[src/rtl/keypad_code_fifo.sv]
// Keypad press qualifier feeding a show-ahead FIFO with a sticky overflow flag.
// Optional digit accumulator on acc_value, enabled by defining KEYPAD_FIFO_ACCUM_EN.
module keypad_code_fifo #(
  parameter int DEPTH         = 8,
  parameter int AW            = 3,
  parameter int STABLE_CYCLES = 4
) (
  input  logic          clock,
  input  logic          reset,
  input  logic [3:0]    Code,
  input  logic          Valid,
  input  logic          rd_en,
  input  logic          clr_ovf,
  output logic [3:0]    rd_data,
  output logic          rd_valid,
  output logic [AW:0]   count,
  output logic          full,
  output logic          overflow,
  output logic [15:0]   acc_value
);

  typedef enum logic [1:0] {IDLE, QUAL, HELD} state_t;

  localparam logic [7:0] STABLE_U8 = 8'(STABLE_CYCLES);
  localparam logic [AW:0] DEPTH_C  = (AW+1)'(DEPTH);

  state_t       state_q, state_d;
  logic [7:0]   run_q, run_d;
  logic [3:0]   code_q, code_d;
  logic         push;
  logic [3:0]   push_data;

  logic [3:0]   mem_q [DEPTH];
  logic [AW-1:0] wr_ptr_q, rd_ptr_q;
  logic [AW:0]  count_q, count_d;
  logic         ovf_q;
  logic         do_pop, do_write, drop;

  always_ff @(posedge clock or posedge reset) begin
    if (reset) begin
      state_q <= IDLE;
      run_q   <= 8'd0;
      code_q  <= 4'd0;
    end else begin
      state_q <= state_d;
      run_q   <= run_d;
      code_q  <= code_d;
    end
  end

  always_comb begin
    state_d   = state_q;
    run_d     = run_q;
    code_d    = code_q;
    push      = 1'b0;
    push_data = code_q;
    unique case (state_q)
      IDLE: begin
        if (Valid) begin
          code_d = Code;
          run_d  = 8'd1;
          if (STABLE_U8 == 8'd1) begin
            push      = 1'b1;
            push_data = Code;
            state_d   = HELD;
          end else begin
            state_d = QUAL;
          end
        end
      end
      QUAL: begin
        if (!Valid) begin
          state_d = IDLE;
        end else if (Code != code_q) begin
          code_d = Code;
          run_d  = 8'd1;
        end else begin
          run_d = run_q + 8'd1;
          if (run_d == STABLE_U8) begin
            push    = 1'b1;
            state_d = HELD;
          end
        end
      end
      HELD: begin
        if (!Valid) state_d = IDLE;
      end
      default: state_d = IDLE;
    endcase
  end

  // A pop frees a slot this edge, so a push into a full FIFO still lands.
  assign do_pop   = rd_en && (count_q != '0);
  assign do_write = push && ((count_q != DEPTH_C) || do_pop);
  assign drop     = push && (count_q == DEPTH_C) && !do_pop;

  always_comb begin
    count_d = count_q;
    if (do_write && !do_pop)      count_d = count_q + 1'b1;
    else if (!do_write && do_pop) count_d = count_q - 1'b1;
  end

  always_ff @(posedge clock) begin
    if (do_write) mem_q[wr_ptr_q] <= push_data;
  end

  always_ff @(posedge clock or posedge reset) begin
    if (reset) begin
      wr_ptr_q <= '0;
      rd_ptr_q <= '0;
      count_q  <= '0;
      ovf_q    <= 1'b0;
    end else begin
      if (do_write) wr_ptr_q <= wr_ptr_q + 1'b1;
      if (do_pop)   rd_ptr_q <= rd_ptr_q + 1'b1;
      count_q <= count_d;
      if (drop)         ovf_q <= 1'b1;
      else if (clr_ovf) ovf_q <= 1'b0;
    end
  end

  assign rd_valid = (count_q != '0);
  assign full     = (count_q == DEPTH_C);
  assign count    = count_q;
  assign overflow = ovf_q;
  assign rd_data  = rd_valid ? mem_q[rd_ptr_q] : 4'd0;

`ifdef KEYPAD_FIFO_ACCUM_EN
  logic [15:0] acc_q;

  // Tracks every qualified press, including ones the FIFO had to drop.
  always_ff @(posedge clock or posedge reset) begin
    if (reset)     acc_q <= 16'h0000;
    else if (push) acc_q <= {acc_q[11:0], push_data};
  end

  assign acc_value = acc_q;
`else
  assign acc_value = 16'h0000;
`endif

endmodule

[config.mk]
export PLATFORM = sky130hd
export DESIGN_NAME = keypad_code_fifo
export DESIGN_NICKNAME = d
export VERILOG_FILES = /design/src/rtl/keypad_code_fifo.sv
export SDC_FILE = /design/constraint.sdc
export NUM_CORES = 1
export LEC_CHECK = 0
export CORE_ASPECT_RATIO = 0.6
export CORE_MARGIN = 2
export CORE_UTILIZATION = 55
export CTS_CLUSTER_DIAMETER = 200
export DETAILED_ROUTE_END_ITERATION = 10
export MAX_ROUTING_LAYER = met4
export PLACE_DENSITY = 0.82
export SLEW_MARGIN = 20
export SYNTH_ARGS = -nofsm -noshare
export SYNTH_HDL_FRONTEND = slang
export SYNTH_SLANG_ARGS = --single-unit
[constraint.sdc]
create_clock -name clock -period 3.8 [get_ports clock]
set_clock_uncertainty 0.05 [all_clocks]
set_input_delay 0.95 -clock clock [delete_from_list [all_inputs] [get_ports clock]]
set_output_delay 0.95 -clock clock [all_outputs]
set_load 0.01 [all_outputs]
## Yosys cells after proc, flatten, opt, wreduce, memory -nomap -nowiden

Memories as Yosys holds them, arrays and structs flattened.
Index checks and enable logic that the tools add are counted.

- Register bits: 25
- Bits in writable memories: 32
- Output and inout bits: 27
- Logic and storage cells: 67
- Memories: 1

Memory list:

| name | words | bits a word | rd ports | clocked after memory_dff | write ports | RTL line | source |
|---|---|---|---|---|---|---|---|
| mem_q | 8 | 4 | 1 | 0 | 1 | 33 | `logic [3:0] mem_q [DEPTH];` |

- Add/subtract/negate cells: 5
- Equality and inequality tests: 12
- Muxes and demuxes: 25
- Reduce and logical (&&, ||, !) cells: 17

Operator list:

| cell | count |
|---|---|
| 4-bit two-way mux | 6 |
| 8-bit two-way mux | 3 |
| 8-bit one-hot mux with 2 select lines | 1 |
| 2-bit two-way mux | 5 |
| 8-bit by 1-bit adder with 8-bit output (second input constant) | 1 |
| 8-bit by 3-bit equality test with 1-bit output (second input constant) | 1 |
| 1-bit two-way mux | 8 |
| 2-bit inequality test (second input constant) | 4 |
| 4-bit one-hot mux with 2 select lines | 1 |
| 4-bit AND reduction | 2 |
| 3-bit by 1-bit adder with 3-bit output (second input constant) | 2 |
| 1-bit logical AND | 6 |
| 3-bit inequality test (second input constant) | 2 |
| 2-bit one-hot mux with 3 select lines | 1 |
| 2-bit nonzero test | 3 |
| 4-bit by 1-bit adder with 4-bit output (second input constant) | 1 |
| 4-bit equality test (second input constant) | 1 |
| 4-bit inequality test | 1 |
| 4-bit inequality test (second input constant) | 1 |
| 4-bit nonzero test | 1 |
| 4-bit by 1-bit subtractor with 4-bit output (second input constant) | 1 |
| 3-bit AND reduction | 1 |
| 2-bit by 1-bit equality test with 1-bit output (second input constant) | 1 |
| 2-bit equality test (second input constant) | 1 |
| other kinds (3) | 4 |

## Longest topological paths before layout

Gate-level depths: netlist of the first run.

- Depth after elaboration: 11
- Mapped depth: 15

## Worst setup path after synthesis of the first run

Ideal clock, no wire load.

- Path type: input to register
- From: input port Code[2]
- To: register count_q[3], in the netlist count[3]
- Library setup time: 0.128 ns
- Arrival: 3.209 ns
- Required time: 3.622 ns
- Path slack: 0.413 ns
- Stages: 15
- Path buffers: 2
- Path through: xor2_1 -> nor4_4 -> and3_1 -> buf_6 -> nand3b_4 -> buf_6 -> inv_1 -> ha_1 -> inv_1 -> ha_1 -> a21o_1 -> a21oi_1 -> xnor2_1 -> nor2_1 -> xor2_1

- Longest elaborated chain between the ends: 8

Ends and longest elaborated chain:

| what | RTL line | source |
|---|---|---|
| start: declaration | 10 | `input logic [3:0] Code,` |
| 4-bit inequality test * | 74 | `end else if (Code != code_q) begin` |
| 1-bit two-way mux * | 74 |  |
| 1-bit two-way mux * | 72 | `if (!Valid) begin` |
| 1-bit two-way mux * | 57 | `unique case (state_q)` |
| 1-bit logical AND * | 94 | `assign do_write = push && ((count_q != DEPTH_C) \|\| do_pop);` |
| net do_write | 37 | `logic do_pop, do_write, drop;` |
| 1-bit zero test | 100 | `else if (!do_write && do_pop) count_d = count_q - 1'b1;` |
| 1-bit logical AND | 100 |  |
| 2-bit nonzero test (no line) | n/a |  |
| end signal: assignment | 116 | `count_q <= count_d;` |
| end: declaration | 35 | `logic [AW:0] count_q, count_d;` |

The timed path passes the listed nets; every way through them passes the cells marked *.
A chain may end at the register's enable or synchronous reset.

## Worst setup path in the final report of the first run

- From: register rd_ptr_q[0]
- To: output port rd_data[2]

- Longest elaborated chain between the ends: 2

Ends and longest elaborated chain:

| what | RTL line | source |
|---|---|---|
| start: declaration | 34 | `logic [AW-1:0] wr_ptr_q, rd_ptr_q;` |
| start signal: assignment | 115 | `if (do_pop) rd_ptr_q <= rd_ptr_q + 1'b1;` |
| memory read 8 x 4 bit | n/a |  |
| 4-bit two-way mux | 126 | `assign rd_data = rd_valid ? mem_q[rd_ptr_q] : 4'd0;` |
| end: declaration | 14 | `output logic [3:0] rd_data,` |

No other way between the ends.

==> results of run 1 <==
[registers in the layout, indices dropped and copies added (netlist names)]
signal / count
count: 4
mem_q: 32
overflow: 1
rd_ptr_q: 3
run_q: 8
code_q: 4
state_q: 2
wr_ptr_q: 3
[layout make-up]
type,instances,share of cell area (%)
clock buffers,12,4.51
clock inverters,4,1.36
multi-input cells,142,33.8
repair buffers,27,7.78
well taps,66,2.57
flip-flops and latches,57,49.3
inverters,6,0.700
[cells in the mapped netlist, drive strengths merged (2+ instances only)]
cell | instances | area (µm²)
a21oi | 3 | 15.0
a22o | 2 | 18.8
a31oi | 2 | 12.5
buf | 21 | 156
clkbuf | 4 | 15.0
dfrtp | 25 | 626
edfxtp | 32 | 961
ha | 7 | 87.6
inv | 6 | 22.5
mux2 | 3 | 33.8
mux2i | 7 | 70.1
mux4 | 8 | 180
nand2 | 26 | 97.6
nand2b | 2 | 12.5
nand3 | 6 | 30.0
nand3b | 3 | 35.0
nand4 | 2 | 12.5
nor2 | 11 | 41.3
nor2b | 2 | 12.5
nor3 | 6 | 30.0
nor4 | 5 | 46.3
nor4b | 3 | 62.6
o21a | 2 | 15.0
o21ai | 4 | 20.0
xnor2 | 8 | 70.1
xor2 | 6 | 52.6
[power by group through the flow]
stage / Combinational, mW / Sequential (mW) / Clock (mW)
2_1_floorplan: 0.359 / 0.770 / 0
3_3_place_gp: 0.469 / 0.826 / 0
3_5_place_dp: 0.477 / 0.831 / 0
4_1_cts: 0.478 / 0.818 / 0.553
5_1_grt: 0.524 / 0.829 / 0.581
6_report: 0.472 / 0.814 / 0.539
[worst register-to-register path, stage by stage, from the launching register on]
cell and delay [ps]:
dfrtp_1 440, ha_1 270, xor2_1 150, nand3b_1 160, nor4b_4 290, nand3b_4 110, inv_1 60, ha_1 180
inv_1 90, ha_1 280, a21o_1 170, a21oi_1 160, xnor2_1 140, nor2_1 60, xor2_1 140
[per-layer routing]
| metal | track usage, % | part of all wire (%) | vias to the layer above |
|---|---|---|---|
| li1 | - | - | 796 |
| met1 | 27.8 | 49 | 753 |
| met2 | 26.4 | 43 | 49 |
| met3 | 8.91 | 6.8 | 8 |
| met4 | 6.33 | 1.6 | 0 |
| met5 | - | 0 | - |
[cell families after synthesis]
kind of cell,count (synthesis)
adder cells (fa/ha/maj),8
XOR/XNOR,14
other,1
buffers and inverters,31
multiplexers,18
flip-flops,57
AND/OR/NAND/NOR,70
AO/OA/AOI/OAI,16
[final timing paths]
check | endpoint | from | cells past startpoint | slack [ps]
min in group asynchronous | count[2] | reset | 2 | 950
setup reg to reg | count[3] | run_q[0] | 14 | 930
max in group asynchronous | code_q[3] | reset | 2 | 2320
hold reg to reg | count[3] | count[3] | 1 | 490
setup / recovery | rd_data[2] | rd_ptr_q[0] | 4 | 440
hold / removal | count[3] | count[3] | 1 | 490
[through the flow]
| step | power [mW] | setup slack (ps) | instance area, µm² | instances |
|---|---|---|---|---|
| 6_report | 1.83 | 439 | 3220 | 314 |
| 2_1_floorplan | 1.13 | 413 | 2870 | 230 |
| 4_1_cts | 1.85 | 376 | 3220 | 314 |
| 3_3_place_gp | 1.30 | 171 | 3030 | 298 |
| 3_5_place_dp | 1.31 | 103 | 3030 | 298 |
| 5_1_grt | 1.93 | 270 | 3220 | 314 |
==> impl_metrics.csv, run 1 <==
group,metric,value,unit
run_status,outcome,"completed",
timing,hold_violations,0,
floorplanning,core_area,0.00498,mm²
layout,fillers,367,
detailed_routing,avgViaCountPerCell,5.11,
global_routing,track_usage,20.0,%
setup_path,cp_cell_sequence,"mux4_2 > mux2i_1 > nor2_1 > clkdlybuf4s50_1",
clock_network,clock_path_buffers,2,
clock_network,cts_tree,"yes",
clock_network,cts.clk_slew.worst_paths,60,ps
layout,utilization,64.6,%
logic_synthesis,ys_ff_latch,57,
power_and_ir_drop,p_per_area,568,mW/mm²
timing,finalMaxSlewViolations,0,
logic_synthesis,synth-simple-area-share,14.6,%
logic_synthesis,synthXorXnorAreaFrac,4.36,%
global_routing,grt_pass1_wl,7.72,mm
logic_synthesis,netlist_instances,215,
power_and_ir_drop,ir_drop,0.235,mV
setup_path,cp_slowest_cell,"dfrtp_1",
setup_path,start_kind,"flop",
power_and_ir_drop,power_frac_comb,25.9,%
floorplanning,rows,20,
detailed_routing,drtIter0Drc,103,
setup_path,end_kind,"output pin",
power_and_ir_drop,swShare,27.9,%
clock_network,cts_hold_buffers,0,
setup_path,path_max_fanout,10,
clock_network,cts_sinks,57,
logic_synthesis,syn_area_per_cell,13.1,µm²
clock_network,cts_buffers,9,
timing,rsz0062_at_grt,"no",
detailed_routing,drt-total-wl,4.58,mm
floorplanning,io_pins,36,
clock_network,ctsHtreeMaxLevel,3,
timing,max-slew-margin-rel,39.0,%
clock_network,cts-resized-gates,0,
layout,final_cell_mix,"edfxtp_1 (32), nand2_1 (26), dfrtp_1 (25)",
timing,worst_pin_slew,909,ps
logic_synthesis,synth_compound_area_share,3.65,%
power_and_ir_drop,intPower,1.32,mW
detailed_routing,drc,0,
setup_path,slowest_delay,700,ps
layout,n_antenna_cell,0,
logic_synthesis,synthMuxAreaShare,10.1,%
detailed_routing,vias,1606,
placement,io_buffer_count,19,
clock_network,post_cts_buffers,0,
job,max_cap_viol_count,0,
logic_synthesis,synth_adder_area_share,3.83,%
logic_synthesis,ys_async_sr_fraction,43.9,%
layout,area_delta_synth_final,14.5,%
global_routing,antenna_found_initial,0,
layout,drive_gt1_share,15.3,%
logic_synthesis,synth_edf_count,32,
logic_synthesis,ys_seq_area_share,56.5,%
logic_synthesis,synth_cell_types,42,
timing,finalCriticalPeriod,3360,ps
clock_network,cts-root-buf,"clkbuf_8",
floorplanning,die_w,96.3,µm
detailed_routing,firstDrtPassIters,4,
timing,max_freq,298,MHz
timing,fin_crit_sh,88.4,%
worst_hold_path,hp-class,"reg2reg",
power_and_ir_drop,p_leak,1.30,nW
timing,setup_tns,0,ps
setup_path,worst-path-buf-inv,1,
power_and_ir_drop,clkPwrFrac,29.5,%
setup_path,cp_top_family,"multiplexers",
floorplanning,initial_core_util,56.4,%
global_routing,grt_pass1_vias,1531,
floorplanning,die_area,0.00572,mm²
layout,multiInputGateArea,0.00109,mm²
placement,gp_congestion,0.801,
logic_synthesis,synth_top_flop_cell,"edfxtp_1",
floorplanning,die_h,59.4,µm
layout,layout_commonest_cell,"edfxtp_1",
setup_path,arrival,2360,ps
setup_path,worstSetupPathType,"reg2out",
power_and_ir_drop,p_sw,0.510,mW
global_routing,grt_max_degree,26,
power_and_ir_drop,share_seq_of_total_power,44.6,%
timing,hold_ws,489,ps
logic_synthesis,synth_area,0.00281,mm²
layout,seqCellArea,0.00159,mm²
detailed_routing,wl_per_cell,14.6,µm
clock_network,clk_latency,340,ps
logic_synthesis,yosys_warnings,0,
global_routing,grt-ovfl-total,0,
placement,dp_hpwl,3.33,mm
layout,final_nets,260,
detailed_routing,ant_nets,0,
setup_path,cp.required,2800,ps
logic_synthesis,synth_top_family_by_area,"simple AND/OR/NAND/NOR gates",
timing,finalSetupViolations,0,
(Power assumes the default switching activity.)
==> run 2: changes to the inputs <==
- CORE_MARGIN: 2 -> not set
- clock period: 3.8 -> 4.3 ns (I/O delays scaled with it)
==> impl_metrics.csv, run 2 (synthesis results as in run 1) <==
group,metric,value,unit
run_status,outcome,"completed",
layout,fillers,358,
global_routing,grt-ovfl-total,0,
power_and_ir_drop,total_power,1.73,mW
placement,io_buffer_count,19,
setup_path,arrival,2360,ps
timing,fin_ws,819,ps
layout,final_nets,258,
setup_path,cp.required,3170,ps
timing,setup_tns,0,ps
clock_network,cts_tree,"yes",
floorplanning,initial_core_util,59.4,%
timing,rsz0062_at_grt,"no",
timing,hold_violations,0,
timing,max_freq,287,MHz
layout,top_regs,"mem_q (32), run_q (8)",
global_routing,track_usage,21.2,%
timing,worst_pin_slew,944,ps
clock_network,ctsHtreeMaxLevel,3,
floorplanning,core_area,0.00473,mm²
placement,dp_slack,474,ps
layout,n_antenna_cell,0,
global_routing,grt_pass1_wl,7.77,mm
placement,dp_hpwl,3.44,mm
detailed_routing,ant_nets,0,
clock_network,cts.clk_slew.worst_paths,60,ps
global_routing,grt_pass1_vias,1581,
global_routing,antenna_found_initial,0,
clock_network,post_cts_buffers,0,
detailed_routing,firstDrtPassIters,4,
detailed_routing,wl_per_cell,15.4,µm
detailed_routing,drtIter0Drc,59,
placement,placed_area,0.00301,mm²
clock_network,cts_buffers,9,
timing,finalMaxSlewViolations,0,
floorplanning,die_area,0.00541,mm²
power_and_ir_drop,ir_drop,0.235,mV
placement,gp_congestion,0.792,
floorplanning,rows,19,
clock_network,cts_sinks,57,
setup_path,start_kind,"flop",
layout,drive_gt1_share,15.0,%
clock_network,cts-root-buf,"clkbuf_8",
worst_hold_path,hp-class,"reg2reg",
setup_path,cp_cell_sequence,"mux4_2 > mux2i_1 > nor2_1 > clkdlybuf4s50_1",
placement,place_inst,293,
layout,layout_commonest_cell,"edfxtp_1",
power_and_ir_drop,p_per_area,534,mW/mm²
clock_network,cts_hold_buffers,0,
layout,area_delta_synth_final,15.4,%
timing,max-slew-margin-rel,36.7,%
detailed_routing,drc,0,
global_routing,grt_max_degree,26,
floorplanning,die_h,57.4,µm
power_and_ir_drop,p_leak,1.30,nW
setup_path,end_kind,"output pin",
job,max_cap_viol_count,0,
timing,finalSetupViolations,0,
floorplanning,io_pins,36,
setup_path,cp_slowest_cell,"dfrtp_1",
detailed_routing,avgViaCountPerCell,5.40,
detailed_routing,vias,1669,
setup_path,slowest_delay,700,ps
layout,final_cell_mix,"edfxtp_1 (32), nand2_1 (26), dfrtp_1 (25)",
timing,finalCriticalPeriod,3480,ps
clock_network,clock_path_buffers,2,
setup_path,path_max_fanout,10,
detailed_routing,drt-total-wl,4.75,mm
layout,finalInstanceArea,0.00324,mm²
layout,top_register,"mem_q",
layout,largest_register_ffs,32,
clock_network,cts-resized-gates,0,
layout,fin_cells,309,
floorplanning,die_w,94.3,µm
timing,fin_crit_sh,81.0,%
setup_path,r2r_slack,1420,ps
clock_network,clk_latency,330,ps
setup_path,worstSetupPathType,"reg2out",
[run 2: cell types whose count changed in the layout (fill, tap and decap cells not counted)]
| cell | change |
|---|---|
| clkbuf_1 | -1 |
| clkbuf_8 | -1 |
| clkinvlp_4 | +1 |
| bufinv_16 | +2 |
| clkinv_2 | -1 |
| buf_4 | -2 |
[run 2: critical path: cells and delay by family (launching register included)]
kind / cells / cell delay, ps
mux: 2 / 770
simple gates: 1 / 50
flops: 1 / 700
buf+inv: 1 / 500
[run 2: final timing paths]
path / startpoint / endpoint / cells after the start
worst min register to register: count[3] / count[3] / 1
min in group asynchronous: reset / wr_ptr_q[1] / 2
worst max-delay path: rd_ptr_q[0] / rd_data[3] / 4
max in group asynchronous: reset / wr_ptr_q[2] / 2
worst max register to register: count[0] / count[3] / 11
worst min-delay path: count[3] / count[3] / 1
[run 2: power breakdown]
part	internal [mW]	switching, mW
Clock	0.382	0.206
Sequential	0.621	0.0985
Combinational	0.263	0.160
Total	1.27	0.465
[run 2: stage by stage]
step,hold WS [ps],util (%)
2_1_floorplan,453,-
3_3_place_gp,477,63.6
3_5_place_dp,482,63.6
4_1_cts,491,68.6
5_1_grt,510,68.6
6_report,487,68.6
[run 2: cell type report]
cell class	count	area (µm²)	area share, %
Clock buffer	10	128	3.94
Clock inverter	6	106	3.28
Inverter	6	22.5	0.694
Multi-Input combinational cell	142	1090	33.5
Sequential cell	57	1590	48.9
Tap cell	63	78.8	2.43
Timing Repair Buffer	25	235	7.25
[run 2: per-layer routing]
layer,vias to the layer above,GRT usage [%],share of wire (%)
met5,-,-,0
met4,0,7.25,0.88
met3,6,8.00,5.6
met2,43,28.8,43
met1,823,29.3,50
li1,797,-,-
==> run 3: changes to the inputs <==
- clock period: 4.3 -> 3.4 ns (I/O delays scaled with it)
==> impl_metrics.csv, run 3 (synthesis results as in run 1) <==
group,metric,value,unit
setup_path,crit_start,"Code[2]",
placement,gp_congestion,0.817,
clock_network,clk_latency,340,ps
clock_network,clock_path_buffers,2,
floorplanning,io_pins,36,
global_routing,track_usage,21.0,%
timing,finalCriticalPeriod,3230,ps
timing,setup_tns,0,ps
job,max_cap_viol_count,0,
layout,top_register,"mem_q",
timing,max-slew-margin-rel,48.4,%
timing,max_freq,310,MHz
power_and_ir_drop,p_leak,1.32,nW
timing,hold_ws,484,ps
floorplanning,initial_core_util,59.4,%
floorplanning,rows,19,
worst_hold_path,hold_path.startpoint,"overflow",
global_routing,antenna_found_initial,0,
detailed_routing,vias,1676,
global_routing,grt_max_degree,26,
clock_network,post_cts_buffers,0,
detailed_routing,avgViaCountPerCell,5.25,
timing,fin_crit_sh,94.9,%
setup_path,path_max_fanout,2,
power_and_ir_drop,p_per_area,610,mW/mm²
placement,dp_hpwl,3.39,mm
worst_hold_path,hp-class,"reg2reg",
clock_network,cts-resized-gates,0,
floorplanning,die_h,57.4,µm
global_routing,grt_pass1_vias,1651,
global_routing,grt-ovfl-total,0,
clock_network,cts_buffers,9,
layout,largest_register_ffs,32,
detailed_routing,ant_nets,0,
clock_network,ctsHtreeMaxLevel,3,
detailed_routing,drc,0,
floorplanning,die_w,94.3,µm
layout,top_regs,"mem_q (32), run_q (8)",
detailed_routing,drt-total-wl,4.64,mm
setup_path,end_kind,"flop",
layout,area_delta_synth_final,15.3,%
clock_network,cts_hold_buffers,0,
floorplanning,core_area,0.00473,mm²
floorplanning,die_area,0.00541,mm²
setup_path,timing.rr.start,"run_q[0]",
timing,rsz0062_at_grt,"no",
clock_network,cts_tree,"yes",
timing,finalMaxSlewViolations,0,
clock_network,cts_sinks,57,
timing,finalSetupViolations,0,
detailed_routing,firstDrtPassIters,4,
setup_path,arrival,3390,ps
global_routing,grt_pass1_wl,7.78,mm
layout,final_nets,268,
detailed_routing,wl_per_cell,14.6,µm
run_status,outcome,"completed",
layout,layout_commonest_cell,"edfxtp_1",
timing,hold_violations,0,
layout,final_cell_mix,"edfxtp_1 (32), nand2_1 (26), dfrtp_1 (25)",
placement,io_buffer_count,19,
setup_path,start_kind,"input pin",
clock_network,cts-root-buf,"clkbuf_8",
clock_network,cts.clk_slew.worst_paths,60,ps
layout,n_antenna_cell,0,
detailed_routing,drtIter0Drc,86,
setup_path,cp.required,3570,ps
timing,worst_pin_slew,767,ps
layout,drive_gt1_share,17.2,%
setup_path,worstSetupPathType,"in2reg",
power_and_ir_drop,ir_drop,0.275,mV
## run 3: per-layer routing
layer	wire length (µm)	vias to the layer above	track usage [%]
li1	-	812	-
met1	2290	807	27.7
met2	2070	50	29.6
met3	239	7	8.80
met4	44	0	6.59
met5	0	-	-
## run 3: power by group
| part | internal (mW) | switching, mW | leakage [nW] |
|---|---|---|---|
| registers | 0.786 | 0.122 | 0.609 |
| clock network | 0.255 | 0.252 | 0.0758 |
| logic | 0.351 | 0.210 | 0.633 |
| total | 1.39 | 0.584 | 1.32 |
## run 3: final cells by class
cell class | instances | area [µm²]
Multi-Input combinational cell | 142 | 1090
Clock inverter | 5 | 23.8
Sequential cell | 57 | 1590
Fill cell | 355 | 1490
Clock buffer | 11 | 131
Tap cell | 63 | 78.8
Timing Repair Buffer | 35 | 310
Inverter | 6 | 22.5
## run 3: final timing paths
kind / end / slack, ps / depth (start not counted)
worst min register to register: overflow / 480 / 2
worst max-delay path: count[3] / 170 / 14
max in group asynchronous: code_q[2] / 2230 / 3
worst min-delay path: overflow / 480 / 2
worst max register to register: count[3] / 570 / 14
min in group asynchronous: rd_ptr_q[2] / 810 / 3
## run 3: critical path, stage by stage
cell	delay, ps
clkdlybuf4s50_1	430
xor2_1	170
nor4_4	320
and3_1	280
nand3b_4	90
inv_1	70
ha_1	160
inv_1	60
ha_1	270
a21o_1	180
a21oi_1	170
xnor2_1	140
nor2_1	70
xor2_1	150
## run 3: stage by stage
stage                     std cells  util, %  total power [mW]  worst slack (ps)  instance area [µm²]
after global routing            319     68.5              2.09              4.26                 3240
after global placement          303     65.2              1.47             -79.7                 3080
after floorplan                 230        -              1.26               113                 2870
final                           319     68.5              1.98               172                 3240
after CTS                       319     68.5              2.00               159                 3240
after detailed placement        303     65.2              1.49              -197                 3080
